File: src/rtl/fetch_stage_pkg.sv
// Shared definitions for the instruction-fetch stage: FSM state encoding,
// reset/bubble defaults and an address alignment helper.
package fetch_stage_pkg;

    typedef enum logic [1:0] {
        S_BOOT = 2'd0,
        S_REQ  = 2'd1,
        S_HOLD = 2'd2
    } fetch_state_e;

    localparam logic [31:0] RESET_PC_DEFAULT = 32'h0040_0000;
    localparam logic [31:0] NOP_WORD_DEFAULT = 32'h0000_0000;  // sll $0,$0,0

    function automatic logic [31:0] word_align(input logic [31:0] addr);
        return {addr[31:2], 2'b00};
    endfunction

endpackage

File: src/rtl/fetch_stage_if_id_reg.sv
// IF/ID pipeline register: bubble has priority over load, otherwise hold.
module if_id_reg
    import fetch_stage_pkg::*;
#(
    parameter logic [31:0] NOP_WORD = NOP_WORD_DEFAULT
) (
    input  logic        clk,
    input  logic        rst,
    input  logic        load,
    input  logic        bubble,
    input  logic [31:0] instr_in,
    input  logic [31:0] pc_in,
    output logic [31:0] instr,
    output logic [31:0] pc,
    output logic [31:0] pc_plus4,
    output logic        valid
);

    logic [31:0] instr_q, instr_d;
    logic [31:0] pc_q, pc_d;
    logic [31:0] pc_plus4_q, pc_plus4_d;
    logic        valid_q, valid_d;

    // Select next IF/ID contents: bubble, load a new word, or hold
    always_comb begin
        instr_d    = instr_q;
        pc_d       = pc_q;
        pc_plus4_d = pc_plus4_q;
        valid_d    = valid_q;
        if (bubble) begin
            instr_d = NOP_WORD;
            valid_d = 1'b0;
        end else if (load) begin
            instr_d    = instr_in;
            pc_d       = pc_in;
            pc_plus4_d = pc_in + 32'd4;
            valid_d    = 1'b1;
        end
    end

    // IF/ID state register
    always_ff @(posedge clk or posedge rst) begin
        if (rst) begin
            instr_q    <= NOP_WORD;
            pc_q       <= '0;
            pc_plus4_q <= '0;
            valid_q    <= 1'b0;
        end else begin
            instr_q    <= instr_d;
            pc_q       <= pc_d;
            pc_plus4_q <= pc_plus4_d;
            valid_q    <= valid_d;
        end
    end

    assign instr    = instr_q;
    assign pc       = pc_q;
    assign pc_plus4 = pc_plus4_q;
    assign valid    = valid_q;

endmodule

File: src/rtl/fetch_stage.sv
// Instruction-fetch stage: PC, req/ack imem port, one-entry hold buffer,
// delay-slot redirect and flush with kill of an outstanding request.
// Optional performance counters enabled by defining FETCH_PERF_EN.
module fetch_stage
    import fetch_stage_pkg::*;
#(
    parameter logic [31:0] RESET_PC = RESET_PC_DEFAULT,
    parameter logic [31:0] NOP_WORD = NOP_WORD_DEFAULT
) (
    input  logic        clk,
    input  logic        rst,
    input  logic        stall,
    input  logic        redirect,
    input  logic [31:0] redirect_pc,
    input  logic        flush,
    input  logic [31:0] flush_pc,
    output logic        imem_req,
    output logic [31:0] imem_addr,
    input  logic        imem_ack,
    input  logic [31:0] imem_rdata,
    output logic [31:0] if_id_instr,
    output logic [31:0] if_id_pc,
    output logic [31:0] if_id_pc_plus4,
    output logic        if_id_valid
`ifdef FETCH_PERF_EN
    ,
    output logic [31:0] perf_fetched,
    output logic [31:0] perf_stall_cycles
`endif
);

    fetch_state_e state_q, state_d;
    logic [31:0]  pc_q, pc_d;
    logic [31:0]  tgt_q, tgt_d;
    logic         tgt_pend_q, tgt_pend_d;
    logic         kill_q, kill_d;
    logic [31:0]  kill_addr_q, kill_addr_d;
    logic [31:0]  buf_instr_q, buf_instr_d;
    logic [31:0]  buf_pc_q, buf_pc_d;

    logic         ifid_load, ifid_bubble;
    logic [31:0]  ifid_instr, ifid_pc;
    logic [31:0]  seq_pc;

    // Next-state, PC sequencing, IF/ID control and imem request generation
    always_comb begin
        state_d     = state_q;
        pc_d        = pc_q;
        tgt_d       = tgt_q;
        tgt_pend_d  = tgt_pend_q;
        kill_d      = kill_q;
        kill_addr_d = kill_addr_q;
        buf_instr_d = buf_instr_q;
        buf_pc_d    = buf_pc_q;
        ifid_load   = 1'b0;
        ifid_bubble = 1'b0;
        ifid_instr  = imem_rdata;
        ifid_pc     = pc_q;
        imem_req    = 1'b0;
        imem_addr   = pc_q;
        seq_pc      = tgt_pend_q ? tgt_q : (pc_q + 32'd4);

        case (state_q)
            S_BOOT: begin
                state_d = S_REQ;
                if (redirect) begin
                    tgt_d      = word_align(redirect_pc);
                    tgt_pend_d = 1'b1;
                end
            end
            S_REQ: begin
                imem_req  = 1'b1;
                imem_addr = kill_q ? kill_addr_q : pc_q;
                if (kill_q) begin
                    // Squashed request: drop the word once memory answers
                    if (imem_ack) kill_d = 1'b0;
                end else if (imem_ack) begin
                    pc_d       = redirect ? word_align(redirect_pc) : seq_pc;
                    tgt_pend_d = 1'b0;
                    if (stall) begin
                        buf_instr_d = imem_rdata;
                        buf_pc_d    = pc_q;
                        state_d     = S_HOLD;
                    end else begin
                        ifid_load = 1'b1;
                    end
                end else if (redirect) begin
                    tgt_d      = word_align(redirect_pc);
                    tgt_pend_d = 1'b1;
                end
                if (!ifid_load && !stall) ifid_bubble = 1'b1;
            end
            S_HOLD: begin
                if (!stall) begin
                    ifid_load  = 1'b1;
                    ifid_instr = buf_instr_q;
                    ifid_pc    = buf_pc_q;
                    state_d    = S_REQ;
                end
                // The buffered word is the delay slot and pc already points
                // past it, so the target replaces the next fetch address.
                if (redirect) begin
                    pc_d       = word_align(redirect_pc);
                    tgt_pend_d = 1'b0;
                end
            end
            default: state_d = S_BOOT;
        endcase

        if (flush) begin
            pc_d        = word_align(flush_pc);
            tgt_pend_d  = 1'b0;
            ifid_load   = 1'b0;
            ifid_bubble = 1'b1;
            state_d     = S_REQ;
            if (state_q == S_REQ && !imem_ack) begin
                kill_d = 1'b1;
                if (!kill_q) kill_addr_d = pc_q;
            end else begin
                kill_d = 1'b0;
            end
        end
    end

    // Fetch state registers
    always_ff @(posedge clk or posedge rst) begin
        if (rst) begin
            state_q     <= S_BOOT;
            pc_q        <= RESET_PC;
            tgt_q       <= '0;
            tgt_pend_q  <= 1'b0;
            kill_q      <= 1'b0;
            kill_addr_q <= '0;
            buf_instr_q <= '0;
            buf_pc_q    <= '0;
        end else begin
            state_q     <= state_d;
            pc_q        <= pc_d;
            tgt_q       <= tgt_d;
            tgt_pend_q  <= tgt_pend_d;
            kill_q      <= kill_d;
            kill_addr_q <= kill_addr_d;
            buf_instr_q <= buf_instr_d;
            buf_pc_q    <= buf_pc_d;
        end
    end

    if_id_reg #(
        .NOP_WORD(NOP_WORD)
    ) u_if_id_reg (
        .clk      (clk),
        .rst      (rst),
        .load     (ifid_load),
        .bubble   (ifid_bubble),
        .instr_in (ifid_instr),
        .pc_in    (ifid_pc),
        .instr    (if_id_instr),
        .pc       (if_id_pc),
        .pc_plus4 (if_id_pc_plus4),
        .valid    (if_id_valid)
    );

`ifdef FETCH_PERF_EN
    logic [31:0] perf_fetched_q, perf_fetched_d;
    logic [31:0] perf_stall_q, perf_stall_d;

    // Count non-discarded fetches and cycles lost to stall or memory wait
    always_comb begin
        perf_fetched_d = perf_fetched_q;
        perf_stall_d   = perf_stall_q;
        if (state_q == S_REQ && imem_ack && !kill_q && !flush)
            perf_fetched_d = perf_fetched_q + 32'd1;
        if (stall || (imem_req && !imem_ack))
            perf_stall_d = perf_stall_q + 32'd1;
    end

    // Performance counter registers
    always_ff @(posedge clk or posedge rst) begin
        if (rst) begin
            perf_fetched_q <= '0;
            perf_stall_q   <= '0;
        end else begin
            perf_fetched_q <= perf_fetched_d;
            perf_stall_q   <= perf_stall_d;
        end
    end

    assign perf_fetched      = perf_fetched_q;
    assign perf_stall_cycles = perf_stall_q;
`endif

endmodule

File: config.mk
export PLATFORM = sky130hd
export DESIGN_NAME = fetch_stage
export DESIGN_NICKNAME = d
export VERILOG_FILES = /design/src/rtl/fetch_stage_pkg.sv /design/src/rtl/fetch_stage_if_id_reg.sv /design/src/rtl/fetch_stage.sv
export SDC_FILE = /design/constraint.sdc
export NUM_CORES = 1
export LEC_CHECK = 0
export ABC_AREA = 1
export CAP_MARGIN = 20
export CORE_ASPECT_RATIO = 1.25
export CORE_UTILIZATION = 30
export DETAILED_ROUTE_END_ITERATION = 7
export MAX_ROUTING_LAYER = met4
export PLACE_DENSITY = 0.49
export SYNTH_ARGS = -nofsm -noshare
export SYNTH_HDL_FRONTEND = slang
export SYNTH_SLANG_ARGS = --single-unit
File: constraint.sdc
create_clock -name clk -period 14.1 [get_ports clk]
set_clock_uncertainty 0.1 [all_clocks]
set_input_delay 1.41 -clock clk [delete_from_list [all_inputs] [get_ports clk]]
set_output_delay 1.41 -clock clk [all_outputs]
set_load 0.01 [all_outputs]
==> results by group <==
Outcome
  – Status: completed

Floorplanning
  – DIE WIDTH: 191.6 µm
  – Initial Util: 30.48%
  – IO Count: 232
  – Die area: 0.04579 mm²
  – Core Box Area: 0.04422 mm²
  – Row cnt: 86
  – Die Ht: 239.0 µm

Finish
  – Final design utilization: 38.74%
  – N_diodes: 0
  – Area of the multi-input gates: 0.006220 mm²
  – FF+latch area: 0.006382 mm²
  – Area grow syn2layout: 27.10%
  – Layout cell share with drive strength beyond 1: 6.496%
  – Final Non-Filler Cells: 2604
  – Fin nets: 2120
  – Fillers: 4713

Synthesis
  – Synthesized area per cell: 7.342 µm²
  – Mux cell area share after synthesis: 0.9190%
  – XOR/XNOR share of the synthesized area: 0.3899%
  – Simple-Gate Fraction of Synth Area: 30.66%
  – Most used flip-flop cell after synthesis: dfrtp_1
  – Ys Warns: 0
  – Post-synthesis compound-gate area fraction: 13.51%
  – Sequential area share after synthesis: 47.35%
  – Number of enable flip-flop cells after synthesis: 0
  – Post-synthesis instance area: 0.01348 mm²
  – Yosys cell types: 42
  – Ys async rst share: 100.0%
  – Flop and latch count out of synthesis: 255
  – Synth Area in Adders: 0.5569%
  – Synth top area cells: dfrtp_1 47%, nand2_1 15%, o21ai_0 7.8%
  – Biggest area consumer among synthesized cells: dfrtp_1
  – Syn nets: 1944
  – Syn Inst Count: 1836
  – Area share of the largest cell type after synthesis: 47.15%
  – Main combinational cell family by area after synthesis: simple AND/OR/NAND/NOR gates

Timing
  – Setup-failing EPs final: 0
  – Slew Viols, Final: 0
  – Worst-margin pin slew: 1.079 ns
  – Tcrit/Tclk final: 32.55%
  – Tmin final: 4.590 ns
  – Fin. Hold Viols: 0
  – Setup tns final: 0 ns
  – RSZ-0062 raised after global routing: no
  – Slew headroom: 28.09%
  – Fmax: 217.9 MHz

Critical path
  – Slowest-stage cell, CP: inv_2
  – Setup CP Type: input pin to flip-flop
  – Most used cell, CP: nand2_1
  – Critical-path maximum fanout: 54
  – R2R cell count: 15
  – CP delay by family, top: buffers and inverters
  – Slowest cell delay on critical path: 0.52 ns
  – Worst EP required: 14.51 ns
  – Crit path DAT: 5.00 ns
  – Kind of start point of the critical path: input pin
  – Worst path depth: 14
  – Crit. End Element: flip-flop
  – CP Buf/Inv Count: 5
  – Crit-path cells: clkdlybuf4s50_1 > inv_2 > nand2_4 > buf_4 > o21ai_2 > ha_1 > inv_1 > nor2_2 > nand2_1 > clkinv_1 > nand4_1 > nand2_1 > nand2_1 > nand2_1

Global route
  – GRT Residual Overflow: 0
  – First-pass GRT wire length: 70.52 mm
  – Initial antenna violation count: 0
  – Largest net degree at the start of global routing: 136
  – Total GRT Usage: 20.47%
  – Vias in the first global route: 12200

Drt
  – First DRT Iteration DRCs: 693
  – Drt first pass iters: 5
  – Routed Wire Length: 44.75 mm
  – Antenna viol nets, final: 0
  – DR vias/cell: 4.811
  – Via count: 12530
  – DRC violations left: 0
  – WL/cell: 17.19 µm

Power and ir drop
  – Power per standard cell area: 208.1 mW/mm²
  – Peak VDD IR: 0.0001090 V
  – Leakage: 7.819 nW

Clocking
  – Worst skew pair latency: 0.58 ns
  – H-Tree Level Count: 1
  – Clock slew at reported path FFs: 0.06 ns
  – CTS Hold Bufs: 0
  – Clk buf depth: 3
  – TritonCTS clock tree: yes
  – CTS Sinks: 255
  – Total CTS buffers: 30
  – Post-CTS Resized: 0
  – # Post-CTS Setup Buffers: 0
  – CTS root buf: clkbuf_16

Worst hold path
  – Worst hold path depth: 2
  – Type of the worst min-delay path: flip-flop to flip-flop

Placed design
  – PortBufs: 227
  – Gp weighted congestion: 0.8351
  – DP Cell Count: 2552
  – Hpwl dp: 31.74 mm

Run
  – Max-Cap Viols: 0
-- layer usage --
| metal | GRT usage, % | up-vias | share of wire, % |
|---|---|---|---|
| li1 | - | 6265 | - |
| met5 | - | - | 0 |
| met2 | 32.02 | 305 | 47 |
| met4 | 5.363 | 0 | 2.2 |
| met3 | 1.938 | 55 | 4.3 |
| met1 | 28.29 | 5903 | 47 |
-- layout by cell type (no fill, tap or decap), types with 21 or more instances in the layout --
| master | count |
|---|---|
| a21oi_1 | 94 |
| clkbuf_16 | 31 |
| clkdlybuf4s50_1 | 227 |
| dfrtp_1 | 254 |
| inv_1 | 96 |
| nand2_1 | 553 |
| nand2_2 | 21 |
| nand3_1 | 131 |
| nor2_1 | 259 |
| o21ai_0 | 211 |
-- worst min-delay path: stages, from the launching register on --
cell and delay, ns:
dfrtp_1 0.34, nand2_1 0.05, nand2_1 0.05
-- final cells by class --
type,count,share of cell area (%)
Clock buffer,48,5.310
Clock inverter,4,0.2848
Inverter,110,2.469
Multi-Input combinational cell,1371,36.31
Sequential cell,255,37.26
Tap cell,572,4.178
Timing Repair Buffer,244,14.20
-- logic make-up after synthesis --
family	Yosys count
buffers and inverters	210
multiplexers	11
adder cells (fa/ha/maj)	6
XOR/XNOR	6
AND/OR/NAND/NOR	1004
flip-flops	255
AO/OA/AOI/OAI	344
-- cells in the mapped netlist, drive strengths merged, types with 6 or more instances --
master and instances:
xor2 6, buf 48, ha 6, clkbuf 52
mux2 11, dfrtp 254, o21ai 216, nand2 575
inv 107, a21oi 94, nand4 6, o211ai 11
nor2 280, nand3 133
-- flip-flops by register name, summed over array words and instances, names as in the netlist --
name / flops
u_if_id_reg.pc_plus4: 30
pc_q: 30
buf_instr_q: 32
tgt_q: 30
u_if_id_reg.pc: 32
buf_pc_q: 32
kill_addr_q: 32
u_if_id_reg.valid: 1
state_q: 2
kill_q: 1
u_if_id_reg.instr: 32
tgt_pend_q: 1
-- path summary, 6_finish.rpt --
check                           slack, ns                       end       start
worst min register to register       0.37                  tgt_q[6]    tgt_q[6]
worst max-delay path                 9.51  u_if_id_reg.pc_plus4[18]       stall
worst min-delay path                 0.37                  tgt_q[6]    tgt_q[6]
min in group asynchronous            1.37           buf_instr_q[23]         rst
max in group asynchronous           10.37                   pc_q[3]         rst
worst max register to register      10.43  u_if_id_reg.pc_plus4[18]  state_q[0]
-- power by group --
part | switching (mW) | total [mW] | internal (mW) | leakage (nW)
clock | 0.313 | 0.768 | 0.455 | 0.471
sequential | 0.225 | 1.25 | 1.03 | 3.22
combinational | 0.935 | 1.55 | 0.611 | 4.13
-- metrics by stage --
step	instance area [µm²]	hold WS, ns	total power [mW]	setup WS [ns]
after global placement	16130	0.3541	2.798	8.895
final	17130	0.3700	3.566	9.510
after floorplan	13480	0.3367	2.100	5.578
after CTS	17130	0.3743	3.608	9.471
after detailed placement	16170	0.3585	2.824	8.870
after global routing	17130	0.3922	3.851	9.181
No activity file was read; power rests on OpenSTA's default activity.
